[src/rtl/dlsc_px_timing_out_pkg.sv]
// dlsc_px_timing_out_pkg: shared state encodings and skip-zero next-state helper
package dlsc_px_timing_out_pkg;
  localparam logic [1:0] ST_ACTIVE = 2'd0;
  localparam logic [1:0] ST_FP     = 2'd1;
  localparam logic [1:0] ST_SYNC   = 2'd2;
  localparam logic [1:0] ST_BP     = 2'd3;
  typedef enum logic {IDLE, RUN} run_t;
  // zero[s] marks a zero-length state; ACTIVE is never zero, so three hops always terminate
  function automatic logic [1:0] next_st(input logic [1:0] st, input logic [3:0] zero);
    logic [1:0] n;
    n = st + 2'd1;
    for (int i = 0; i < 3; i++) n = zero[n] ? n + 2'd1 : n;
    return n;
  endfunction
endpackage

[src/rtl/dlsc_px_timing_axis.sv]
// dlsc_px_timing_axis: four-state ACTIVE/FP/SYNC/BP length counter with zero-length skipping
module dlsc_px_timing_axis
  import dlsc_px_timing_out_pkg::*;
#(
  parameter int W = 11
) (
  input  logic         clk,
  input  logic         rst,
  input  logic         clr,
  input  logic         step,
  input  logic [W-1:0] len_active,
  input  logic [W-1:0] len_fp,
  input  logic [W-1:0] len_sync,
  input  logic [W-1:0] len_bp,
  output logic [1:0]   st,
  output logic [W-1:0] cnt,
  output logic         wrap
);
  logic [W-1:0] len;
  logic [3:0]   zero;
  logic [1:0]   nst;
  logic         last;
  always_comb begin
    len  = st == ST_ACTIVE ? len_active : st == ST_FP ? len_fp : st == ST_SYNC ? len_sync : len_bp;
    zero = {len_bp == '0, len_sync == '0, len_fp == '0, 1'b0};
    last = (len == '0) || (cnt == len - 1'b1);
    nst  = next_st(st, zero);
    wrap = step && last && nst == ST_ACTIVE;
  end
  always_ff @(posedge clk or posedge rst)
    if (rst) begin
      st  <= ST_ACTIVE;
      cnt <= '0;
    end else if (clr) begin
      st  <= ST_ACTIVE;
      cnt <= '0;
    end else if (step) begin
      st  <= last ? nst : st;
      cnt <= last ? '0 : cnt + 1'b1;
    end
endmodule

[src/rtl/dlsc_px_timing_out.sv]
// dlsc_px_timing_out: raster timing generator pulling pixels; DLSC_PX_TIMING_UNDERFLOW_COUNT_EN adds underflow_count
module dlsc_px_timing_out
  import dlsc_px_timing_out_pkg::*;
#(
  parameter int                XBITS      = 11,
  parameter int                YBITS      = 11,
  parameter int                PX_DATA    = 24,
  parameter logic              HSYNC_POL  = 1'b0,
  parameter logic              VSYNC_POL  = 1'b0,
  parameter logic [PX_DATA-1:0] BLANK_DATA = '0
) (
  input  logic               clk,
  input  logic               rst,
  input  logic               enable,
  input  logic [XBITS-1:0]   cfg_h_active,
  input  logic [XBITS-1:0]   cfg_h_fp,
  input  logic [XBITS-1:0]   cfg_h_sync,
  input  logic [XBITS-1:0]   cfg_h_bp,
  input  logic [YBITS-1:0]   cfg_v_active,
  input  logic [YBITS-1:0]   cfg_v_fp,
  input  logic [YBITS-1:0]   cfg_v_sync,
  input  logic [YBITS-1:0]   cfg_v_bp,
  output logic               px_ready,
  input  logic               px_valid,
  input  logic [PX_DATA-1:0] px_data,
  output logic               vid_hsync,
  output logic               vid_vsync,
  output logic               vid_de,
  output logic [PX_DATA-1:0] vid_data,
  output logic               running,
  output logic               frame_start,
  output logic               underflow
`ifdef DLSC_PX_TIMING_UNDERFLOW_COUNT_EN
  , output logic [15:0]      underflow_count
`endif
);
  run_t             state, nstate;
  logic [XBITS-1:0] h_act, h_fp, h_sync, h_bp, h_cnt;
  logic [YBITS-1:0] v_act, v_fp, v_sync, v_bp, v_cnt;
  logic [1:0]       h_st, v_st;
  logic             h_wrap, v_wrap, load, starve, fs_now;
  dlsc_px_timing_axis #(.W(XBITS)) u_h (
    .clk(clk), .rst(rst), .clr(state == IDLE), .step(state == RUN),
    .len_active(h_act), .len_fp(h_fp), .len_sync(h_sync), .len_bp(h_bp),
    .st(h_st), .cnt(h_cnt), .wrap(h_wrap)
  );
  dlsc_px_timing_axis #(.W(YBITS)) u_v (
    .clk(clk), .rst(rst), .clr(state == IDLE), .step(h_wrap),
    .len_active(v_act), .len_fp(v_fp), .len_sync(v_sync), .len_bp(v_bp),
    .st(v_st), .cnt(v_cnt), .wrap(v_wrap)
  );
  always_comb begin
    nstate   = state == IDLE ? (enable ? RUN : IDLE) : (v_wrap && !enable ? IDLE : RUN);
    load     = enable && (state == IDLE || v_wrap);
    running  = state == RUN;
    px_ready = running && h_st == ST_ACTIVE && v_st == ST_ACTIVE;
    starve   = px_ready && !px_valid;
    fs_now   = px_ready && h_cnt == '0 && v_cnt == '0;
  end
  always_ff @(posedge clk or posedge rst)
    if (rst) state <= IDLE;
    else state <= nstate;
  // config is only sampled at frame boundaries so a frame never changes shape mid-way
  always_ff @(posedge clk or posedge rst)
    if (rst) begin
      {h_act, h_fp, h_sync, h_bp} <= '0;
      {v_act, v_fp, v_sync, v_bp} <= '0;
    end else if (load) begin
      {h_act, h_fp, h_sync, h_bp} <= {cfg_h_active, cfg_h_fp, cfg_h_sync, cfg_h_bp};
      {v_act, v_fp, v_sync, v_bp} <= {cfg_v_active, cfg_v_fp, cfg_v_sync, cfg_v_bp};
    end
  always_ff @(posedge clk or posedge rst)
    if (rst) begin
      vid_hsync   <= ~HSYNC_POL;
      vid_vsync   <= ~VSYNC_POL;
      vid_de      <= 1'b0;
      vid_data    <= BLANK_DATA;
      frame_start <= 1'b0;
      underflow   <= 1'b0;
    end else begin
      vid_hsync   <= running && h_st == ST_SYNC ? HSYNC_POL : ~HSYNC_POL;
      vid_vsync   <= running && v_st == ST_SYNC ? VSYNC_POL : ~VSYNC_POL;
      vid_de      <= px_ready;
      vid_data    <= px_ready && px_valid ? px_data : BLANK_DATA;
      frame_start <= fs_now;
      underflow   <= starve;
    end
`ifdef DLSC_PX_TIMING_UNDERFLOW_COUNT_EN
  logic [15:0] uf_acc;
  always_ff @(posedge clk or posedge rst)
    if (rst) begin
      uf_acc          <= '0;
      underflow_count <= '0;
    end else if (fs_now) begin
      underflow_count <= uf_acc;
      uf_acc          <= {15'd0, starve};
    end else if (starve && uf_acc != '1) begin
      uf_acc <= uf_acc + 16'd1;
    end
`endif
endmodule

[config.mk]
export PLATFORM = sky130hd
export DESIGN_NAME = dlsc_px_timing_out
export DESIGN_NICKNAME = d
export VERILOG_FILES = /design/src/rtl/dlsc_px_timing_out_pkg.sv /design/src/rtl/dlsc_px_timing_axis.sv /design/src/rtl/dlsc_px_timing_out.sv
export SDC_FILE = /design/constraint.sdc
export NUM_CORES = 1
export LEC_CHECK = 0
export CAP_MARGIN = 20
export CORE_UTILIZATION = 48
export DETAILED_ROUTE_END_ITERATION = 10
export PLACE_DENSITY = 0.76
export SYNTH_ARGS = -nofsm -noshare
export SYNTH_HDL_FRONTEND = slang
export SYNTH_HIERARCHICAL = 1
export SYNTH_SLANG_ARGS = --single-unit
export TNS_END_PERCENT = 20
[constraint.sdc]
create_clock -name clk -period 4.25 [get_ports clk]
set_input_delay 0.6375 -clock clk [delete_from_list [all_inputs] [get_ports clk]]
set_output_delay 0.6375 -clock clk [all_outputs]
set_load 0.02 [all_outputs]
==> results of run 1 <==
metal layers:
| metal | part of all wire [%] | wire [um] |
|---|---|---|
| met4 | 1.7 | 342 |
| met1 | 43 | 8420 |
| met2 | 49 | 9640 |
| met3 | 6.7 | 1330 |
| met5 | 0 | 0 |
cell type report:
| cell class | instances | share of cell area, % |
|---|---|---|
| Clock buffer | 19 | 4.23 |
| Clock inverter | 11 | 1.49 |
| Inverter | 35 | 1.33 |
| Multi-Input combinational cell | 457 | 37.7 |
| Sequential cell | 144 | 34.5 |
| Tap cell | 216 | 2.58 |
| Timing Repair Buffer | 195 | 18.2 |
power groups by stage:
stage	Sequential, uW	Combinational [uW]	Clock (uW)
after detailed placement	1770	1430	0
after global placement	1760	1390	0
after CTS	1750	1520	1560
after global routing	1780	1710	1620
after floorplan	1750	939	0
final	1760	1580	1540
critical path: stages, from the launching register on:
cell and delay, ps:
dfrtp_2 420, inv_4 70, ha_4 200, buf_6 130, buf_4 140, mux2i_2 160, a211oi_2 380, a21oi_2 90
or4_4 430, o211ai_2 170, nor2_1 70, or4_4 510, a21oi_4 140, nor2b_4 160, buf_6 120, o211a_1 180
and3_4 200, and3_4 190, nand4_1 120, xor2_1 190, nor3_1 170
cells in the final DEF, fill, tap and decap left out, drive strengths merged, types with 8 or more instances in the layout:
| cell type | netlist | layout |
|---|---|---|
| nor2b | 12 | 12 |
| nor3b | 14 | 14 |
| mux2 | 88 | 88 |
| mux2i | 30 | 30 |
| dfrtp | 142 | 142 |
| xnor2 | 20 | 20 |
| nor2 | 27 | 27 |
| clkbuf | 8 | 19 |
| a221oi | 8 | 8 |
| nor4 | 23 | 23 |
| clkdlybuf4s50 | 0 | 146 |
| nand4 | 17 | 17 |
| nand2 | 30 | 30 |
| nor3 | 25 | 25 |
| xor2 | 24 | 24 |
| and3 | 10 | 10 |
| o21ai | 10 | 10 |
| inv | 35 | 38 |
| and2 | 24 | 24 |
| a21oi | 16 | 16 |
| ha | 10 | 10 |
| buf | 21 | 49 |
worst paths after layout:
| kind | startpoint | depth (start not counted) | endpoint |
|---|---|---|---|
| min reg2reg | v_act[1] | 1 | v_act[1] |
| max | u_h/st[0] | 20 | u_v/cnt[10] |
| max reg2reg | u_h/st[0] | 20 | u_v/cnt[10] |
| max in group asynchronous | rst | 3 | h_act[3] |
| min in group asynchronous | rst | 2 | u_v/st[1] |
| min | v_act[1] | 1 | v_act[1] |
stage by stage:
| stage | cell area (um^2) | setup WS, ps | utilization [%] | hold WS [ps] | setup TNS, ps |
|---|---|---|---|---|---|
| finish | 10500 | -108 | 66.2 | 515 | -2740 |
| global route | 10500 | -262 | 66.2 | 525 | -20150 |
| CTS | 10300 | -28.2 | 65.3 | 515 | -97.5 |
| detailed placement | 9590 | -152 | 60.6 | 502 | -9210 |
| global placement | 9590 | -32.8 | 60.6 | 498 | -931 |
| floorplan | 7810 | 48.0 | - | 476 | 0 |
sequential cells by signal, summed over array words and instances (netlist names), 2 cells and up:
name,cells
vid_data,24
v_act,11
v_fp,11
h_act,11
h_fp,11
h_bp,11
u_h/cnt,11
u_h/st,2
u_v/cnt,11
v_bp,11
v_sync,11
u_v/st,2
h_sync,11
timing repair:
item,in CTS,in global routing
buffers inserted,8,9
setup endpoints to repair,92,99
gates resized for setup,20,9
pin swaps,9,11
kinds of logic after synthesis:
logic type | Yosys count
xor gates and xnor gates | 44
DFF | 144
buffers and inverters | 64
muxes | 118
adders and majority gates | 10
and+or+nand+nor | 221
AOI/OAI and AO/OA | 64
==> results_dict.tcl, run 1 <==
set metrics [dict create \
    status "finished, violations left" \
    violations "negative setup slack" \
    ff2ff_setup_slack_ps -110 \
    pwr-share-clk_pct 31.6 \
    p_per_area_nw_per_um2 465 \
    final-hold-violation-count 0 \
    rsz0062_at_grt "yes" \
    synth_most_common_cell "dfrtp_1" \
    synth_fa_ha_area_share_pct 1.62 \
    p_int_uw 3320 \
    synth_compound_area_share_pct 6.88 \
    synth.distinct_cells 58 \
    combPwrFrac_pct 32.3 \
    pin_count 147 \
    synthMuxAreaShare_pct 17.6 \
    cp.required_ps 4580 \
    tritoncts "done" \
    tightest_slew_ps 838 \
    die_w_um 129 \
    drtPass1Iterations 5 \
    grt_pass1_vias 6159 \
    via_per_inst 5.57 \
    synth_top_family_by_area "simple AND/OR/NAND/NOR gates" \
    synthCells 665 \
    dp_hpwl_um 14500 \
    cts_buffers 17 \
    drc 0 \
    syn_area_um2 7740 \
    core_area_um2 15800 \
    synthArstFlopShare_pct 100 \
    finClkSkew_ps 11.5 \
    cts_buffer_depth 2 \
    routabilityCongestion 0.919 \
    fmax_mhz 229 \
    fin_cells 1077 \
    yosysTopAreaCell "dfrtp_1" \
    fin_crit_sh_pct 103 \
    drive_gt1_share_pct 26.9 \
    p_leak_uw 0.00451 \
    vdd_drop_max_mv 0.338 \
    finalWorstSetupSlack_ps -108 \
    syn_nets 791 \
    critPathLaunchType "register" \
    drtIter0Drc 467 \
    setup_violations 90 \
    htree_num_levels 4 \
    antenna_found_initial 0 \
    rows 46 \
    synth_edf_count 0 \
    crit_fanout 7 \
    initial_core_util_pct 48.9 \
    port_buffers 146 \
    finalWirelength_um 19700 \
    synth_flop_cell "dfrtp_1" \
    use_met1_pct 32.4 \
    power.net_switching_uw 1550 \
    synth-simple-area-share_pct 17.7 \
    synth.top_cells.by_area "dfrtp_1 (46%), mux2_2 (9.9%), mux2_4 (3.9%), mux2i_1 (3.9%), xor2_1 (2.7%)" \
    vias 5995 \
    cts_hold_buf 0 \
    ys_ff_latch 144 \
    clk_pin_slew_worst_paths_ps 70 \
    synthTopCellsByCount "dfrtp_1 (142), mux2_2 (68), inv_1 (35)" \
    dpl.cell_count 1030 \
    root_buffer "clkbuf_16" \
    synth_xor_area_share_pct 4.98 \
    synth_seq_area_share_pct 46.6 \
    syn-mean-instance-area_um2 11.6 \
    finalPower_uw 4870 \
    period_needed_ps 4360 \
    relSlewSlack_pct 44.2 \
    maxSlewViolCount 0 \
    criticalPathCategory "register to register" \
    multiInputGateArea_um2 3950 \
    p_sw_share_pct 31.8 \
    n_fill_cell 1156 \
    hold_class "register to register" \
    cp-end-kind "register" \
    worstPathArrival_ps 4690 \
    routedWlPerCell_um 18.3 \
    seqCellArea_um2 3610 \
    insertedDiodeCount 0 \
    dieArea_um2 16600 \
    grt-ovfl-total 0 \
    grt_max_degree 66 \
    grt_util_met3_pct 7.47 \
    yosys.area.top_type_share_pct 45.9 \
    grt.total_usage_pct 24.8 \
    finish.net_count 976 \
    insertion_delay_ps 420 \
    grt_pass1_wl_um 31600 \
    die_h_um 129 \
    sequentialPowerShare_pct 36.1 \
    syn2layout_area_growth_pct 35.2 \
    use_met2_pct 39.7 \
    ant_nets 0 \
    maxCapViolCount 0 \
    busiest_layer "met2" \
    synth_warnings 6 \
    clock_sinks 144 \
]
Note: power is estimated with default switching activity, not from simulation.
==> run 2, diff against run 1 <==
--- a/config.mk
+++ b/config.mk
@@ -6,9 +6,10 @@
 export NUM_CORES = 1
 export LEC_CHECK = 0
 export CAP_MARGIN = 20
-export CORE_UTILIZATION = 48
+export CORE_UTILIZATION = 50
 export DETAILED_ROUTE_END_ITERATION = 10
-export PLACE_DENSITY = 0.76
+export DONT_BUFFER_PORTS = 1
+export PLACE_DENSITY = 0.66
 export SYNTH_ARGS = -nofsm -noshare
 export SYNTH_HDL_FRONTEND = slang
 export SYNTH_HIERARCHICAL = 1
==> results_dict.tcl, run 2 (same netlist as run 1, synthesis figures left out) <==
set metrics [dict create \
    status "finished, violations left" \
    violations "negative setup slack" \
    maxSlewViolCount 0 \
    htree_num_levels 4 \
    rsz0062_at_grt "yes" \
    core_area_um2 15100 \
    fmax_mhz 224 \
    pin_count 147 \
    cts_buffers 17 \
    routabilityCongestion 0.863 \
    post-place-ws_ps -244 \
    p_per_area_nw_per_um2 505 \
    setup_violations 92 \
    finalSetupTns_ps -17360 \
    critPathLaunchType "register" \
    grt-ovfl-total 0 \
    cp-end-kind "register" \
    initial_core_util_pct 51.1 \
    grt_pass1_wl_um 29100 \
    tritoncts "done" \
    finalWorstSetupSlack_ps -220 \
    largest_register "vid_data" \
    largest_reg_flops 24 \
    routedWlPerCell_um 20.7 \
    vdd_drop_max_mv 0.364 \
    antenna_found_initial 0 \
    rows 45 \
    root_buffer "clkbuf_16" \
    criticalPathCategory "register to register" \
    grt.total_usage_pct 23.7 \
    drtIter0Drc 472 \
    grt_max_degree 51 \
    finish.net_count 844 \
    via_per_inst 5.91 \
    clk_pin_slew_worst_paths_ps 70 \
    relSlewSlack_pct 52.3 \
    cp_slowest_cell "or4_4" \
    cts_hold_buf 0 \
    cts_buffer_depth 2 \
    worstPathArrival_ps 4760 \
    multiInputGateArea_um2 4000 \
    drive_gt1_share_pct 33.8 \
    clock_sinks 144 \
    port_buffers 0 \
    dp_hpwl_um 13300 \
    insertion_delay_ps 420 \
    critical_path.max_stage_delay_ps 520 \
    cp.required_ps 4540 \
    ant_nets 0 \
    finClkSkew_ps 10.0 \
    syn2layout_area_growth_pct 19.9 \
    die_w_um 126 \
    dieArea_um2 16000 \
    die_h_um 126 \
    period_needed_ps 4470 \
    vias 5435 \
    crit_fanout 14 \
    fin_crit_sh_pct 105 \
    final_util_pct 61.3 \
    drc 0 \
    hold_class "primary input to asynchronous set/reset pin" \
    insertedDiodeCount 0 \
    drtPass1Iterations 5 \
    final-hold-violation-count 0 \
    seqCellArea_um2 3610 \
    tightest_slew_ps 715 \
    finalWirelength_um 19000 \
    final_common_cell "dfrtp_1" \
    maxCapViolCount 0 \
    n_fill_cell 1172 \
    final_cell_mix "dfrtp_1 (140), mux2_2 (68), buf_4 (44), inv_1 (30), nand2_1 (28)" \
    p_leak_uw 0.00410 \
    crit_chain "inv_4, ha_4, mux2i_4, a221o_1, ha_4, nor4b_4, buf_4, buf_6, and3_4, nor2_2, xor2_1, or4_4, a21oi_2, nor2b_4, inv_2, a21oi_2, nor2b_2, nand2b_4, nand2_8, buf_16, mux2_2" \
    grt_pass1_vias 5425 \
]
==> run 2: cell types whose count changed in the layout (fill, tap and decap cells not counted), moves of 4 or more <==
cell,change
buf_16,+4
buf_4,+4
clkbuf_16,+6
clkdlybuf4s50_1,-146
inv_8,+5
==> run 2: final timing paths <==
check | start | end | cells after the start | slack [ps]
worst max-delay path | u_h/st[0] | v_sync[3] | 21 | -220
worst min-delay path | rst | u_v/st[0] | 1 | 150
worst max register to register | u_h/st[0] | v_sync[3] | 21 | -220
worst min register to register | v_act[2] | v_act[2] | 1 | 510
max in group asynchronous | rst | vid_data[18] | 2 | 3210
min in group clk | px_valid | underflow | 1 | 290
==> run 2: stage by stage <==
stage	area (um^2)	cells	total power (uW)	hold slack, ps
after global routing	9280	919	4920	167
after global placement	8120	865	2990	492
after detailed placement	8120	865	3020	492
after CTS	8930	905	4600	138
after floorplan	7810	665	2690	476
final	9280	919	4690	148
==> run 2: power by group <==
group	internal, uW	total [uW]	switching, uW
logic	692	1360	663
clock network	889	1510	625
registers	1560	1820	258
==> run 2: critical path: cells and delay by family, from the launching register on <==
family | cells | cell delay, ps
flip-flops | 1 | 420
buffers and inverters | 5 | 580
multiplexers | 2 | 600
AND/OR/NAND/NOR | 8 | 1620
adder cells (fa/ha/maj) | 2 | 410
AO/OA/AOI/OAI | 3 | 540
XOR/XNOR | 1 | 160
==> run 2: per-layer routing <==
layer	wire length, um	share of wire (%)	track usage (%)
met1	8280	44	32.0
met2	8860	47	36.7
met3	1520	8.0	7.93
met4	338	1.8	6.45
met5	0	0	0
==> run 2: timing repair <==
item / CTS / global route
resized for setup: 18 / 26
buffers inserted: 6 / 6
gates cloned: 2 / 8
pin swaps: 5 / 11
endpoints found under the setup margin: 98 / 99
==> run 2: cell type report <==
class	instances	share of cell area (%)
Multi-Input combinational cell	458	43.1
Sequential cell	144	38.9
Timing Repair Buffer	62	7.56
Clock buffer	18	4.62
Tap cell	188	2.53
Clock inverter	14	1.86
Inverter	35	1.47
==> run 3, diff against run 2 <==
--- a/config.mk
+++ b/config.mk
@@ -5,8 +5,10 @@
 export SDC_FILE = /design/constraint.sdc
 export NUM_CORES = 1
 export LEC_CHECK = 0
+export ABC_AREA = 1
 export CAP_MARGIN = 20
 export CORE_UTILIZATION = 50
+export CTS_BUF_LIST = sky130_fd_sc_hd__clkbuf_8
 export DETAILED_ROUTE_END_ITERATION = 10
 export DONT_BUFFER_PORTS = 1
 export PLACE_DENSITY = 0.66
==> results_dict.tcl, run 3 <==
set metrics [dict create \
    syn_nets 1294 \
    syn-mean-instance-area_um2 7.28 \
    tritoncts "done" \
    ys_ff_latch 144 \
    crit_end "h_act[4]" \
    grt_max_degree 91 \
    worstPathArrival_ps 4390 \
    die_h_um 132 \
    clk_pin_slew_worst_paths_ps 100 \
    fin_crit_sh_pct 95.3 \
    ff2ff_setup_slack_ps 200 \
    grt-ovfl-total 0 \
    grt_pass1_vias 6991 \
    path_common_cell "nand2_1" \
    routedWlPerCell_um 14.9 \
    tightest_slew_ps 886 \
    routabilityCongestion 0.923 \
    use_met1_pct 35.2 \
    dieArea_um2 17500 \
    final_common_cell "nand2_1" \
    synthArstFlopShare_pct 100 \
    drtIter0Drc 486 \
    finalPower_uw 4680 \
    use_met2_pct 38.6 \
    root_buffer "clkbuf_8" \
    yosys.area.top_type_share_pct 41.8 \
    vias 7285 \
    maxSlewViolCount 0 \
    fin_hold_ws_ps 80.6 \
    drtPass1Iterations 5 \
    clock_sinks 144 \
    via_per_inst 5.19 \
    syn2layout_area_growth_pct 8.67 \
    ant_nets 0 \
    r2r_cells 26 \
    synth_flop_cell "dfrtp_1" \
    htree_num_levels 4 \
    crit_fanout 34 \
    p_sw_share_pct 43.4 \
    drive_gt1_share_pct 12.6 \
    busiest_layer "met2" \
    cp-end-kind "register" \
    cp-startpoint "u_h/st[0]" \
    yosysTopAreaCell "dfrtp_1" \
    cts_hold_buf 0 \
    insertedDiodeCount 0 \
    synth.top_cells.by_area "dfrtp_1 (42%), nand2_1 (17%), nand3_1 (10%), inv_1 (5.3%), nor2_1 (4.2%)" \
    status "completed" \
    cts_buffer_depth 2 \
    criticalPathCategory "register to register" \
    maxCapViolCount 0 \
    dp_hpwl_um 15500 \
    synth_warnings 6 \
    synthCells 1168 \
    setup_violations 0 \
    synth_edf_count 0 \
    finish.net_count 1296 \
    p_per_area_nw_per_um2 507 \
    rows 47 \
    port_buffers 0 \
    die_w_um 132 \
    grt.total_usage_pct 25.0 \
    critical_path.max_stage_delay_ps 400 \
    final_cell_mix "nand2_1 (381), nand3_1 (168), dfrtp_1 (142), inv_1 (119), nor2_1 (93)" \
    grt_util_met3_pct 6.84 \
    period_needed_ps 4050 \
    largest_reg_flops 24 \
    regToRegEndpoint "h_act[4]" \
    synth.distinct_cells 35 \
    p_leak_uw 0.00488 \
    syn_area_um2 8500 \
    synth_most_common_cell "nand2_1" \
    combPwrFrac_pct 38.3 \
    r2r_start "u_h/st[0]" \
    largest_register "vid_data" \
    drc 0 \
    cp_slowest_cell "dfrtp_1" \
    hold_class "primary input to asynchronous set/reset pin" \
    core_area_um2 16600 \
    cp.required_ps 4590 \
    relSlewSlack_pct 40.8 \
    p_int_uw 2650 \
    sequentialPowerShare_pct 39.2 \
    vdd_drop_max_mv 0.272 \
    critPathLaunchType "register" \
    antenna_found_initial 0 \
    insertion_delay_ps 460 \
    finClkSkew_ps 19.5 \
    finalWirelength_um 20900 \
    synthTopCellsByCount "nand2_1 (382), nand3_1 (169), dfrtp_1 (142)" \
    final_util_pct 55.7 \
    grt_pass1_wl_um 34800 \
    initial_core_util_pct 51.3 \
    synth_seq_area_share_pct 42.4 \
    fmax_mhz 247 \
    finalSetupTns_ps 0 \
    pin_count 147 \
    power.net_switching_uw 2030 \
    final-hold-violation-count 0 \
    pwr-share-clk_pct 22.5 \
    cts_buffers 17 \
]
-- run 3: cell count changes after synthesis, sizes merged, moves of 30 or more --
cell   previous run  this run
nor2             27       103
nand3             6       175
a21oi            16        46
mux2             88         0
mux2i            30         0
nand2            30       407
inv              35       131
-- run 3: layer usage --
metal	share of wire, %	wire length, um
met3	6.6	1370
met2	45	9400
met5	0	0
met1	47	9910
met4	1.1	225
-- run 3: worst max-delay path, delay by kind of cell (launching register included) --
kind	cells	cell delay (ps)
XOR/XNOR	1	160
AND/OR/NAND/NOR	18	2160
adder cells (fa/ha/maj)	2	490
buffers and inverters	5	710
flip-flops	1	400
-- run 3: how the worst min path moves through the flow --
stage,endpoint,slack (ps),cells past startpoint
finish,u_v/cnt[2],80,1
CTS,u_v/cnt[2],60,1
global route,vid_de,100,1
detailed placement,v_act[2],460,2
global placement,v_act[7],450,2
floorplan,h_act[0],430,2
-- run 3: logic make-up (layout without fill, tap and decap cells) --
group                    Yosys count  after routing  synth area share (%)
adder cells (fa/ha/maj)           10             10                  1.47
XOR/XNOR                          36             36                  3.71
AND/OR/NAND/NOR                  734            734                  38.2
AO/OA/AOI/OAI                     72             72                  5.71
flip-flops                       144            144                  42.4
buffers and inverters            172            187                  8.49
-- run 3: stage by stage --
step	worst slack, ps	area, um^2	std cells
floorplan	487	8500	1168
global placement	157	8740	1366
detailed placement	30.5	8740	1366
CTS	44.2	9130	1398
global route	-11.3	9240	1403
finish	200	9240	1403
-- run 3: layout make-up --
| cell class | count | area [um^2] |
|---|---|---|
| clock buffer | 17 | 234 |
| clock inverter | 15 | 146 |
| fill | 1656 | 7350 |
| inverter | 131 | 497 |
| multi-input combinational | 852 | 4240 |
| sequential | 144 | 3610 |
| tap | 220 | 275 |
| timing repair buffer | 24 | 243 |
-- run 3: power by group through the flow --
| stage | sequential [uW] | clock [uW] | combinational [uW] |
|---|---|---|---|
| after floorplan | 1800 | 0 | 1370 |
| after global placement | 1850 | 0 | 1700 |
| after detailed placement | 1850 | 0 | 1710 |
| after CTS | 1830 | 1080 | 1720 |
| after global routing | 1860 | 1140 | 2040 |
| final | 1830 | 1050 | 1790 |
-- run 3: what timing repair did --
| item | in CTS | in global routing |
|---|---|---|
| resized for setup | 1 | 17 |
| buffers inserted | 0 | 5 |
| endpoints found under the setup margin | 1 | 90 |
| cloned | 0 | 0 |
| pin swaps | 0 | 5 |
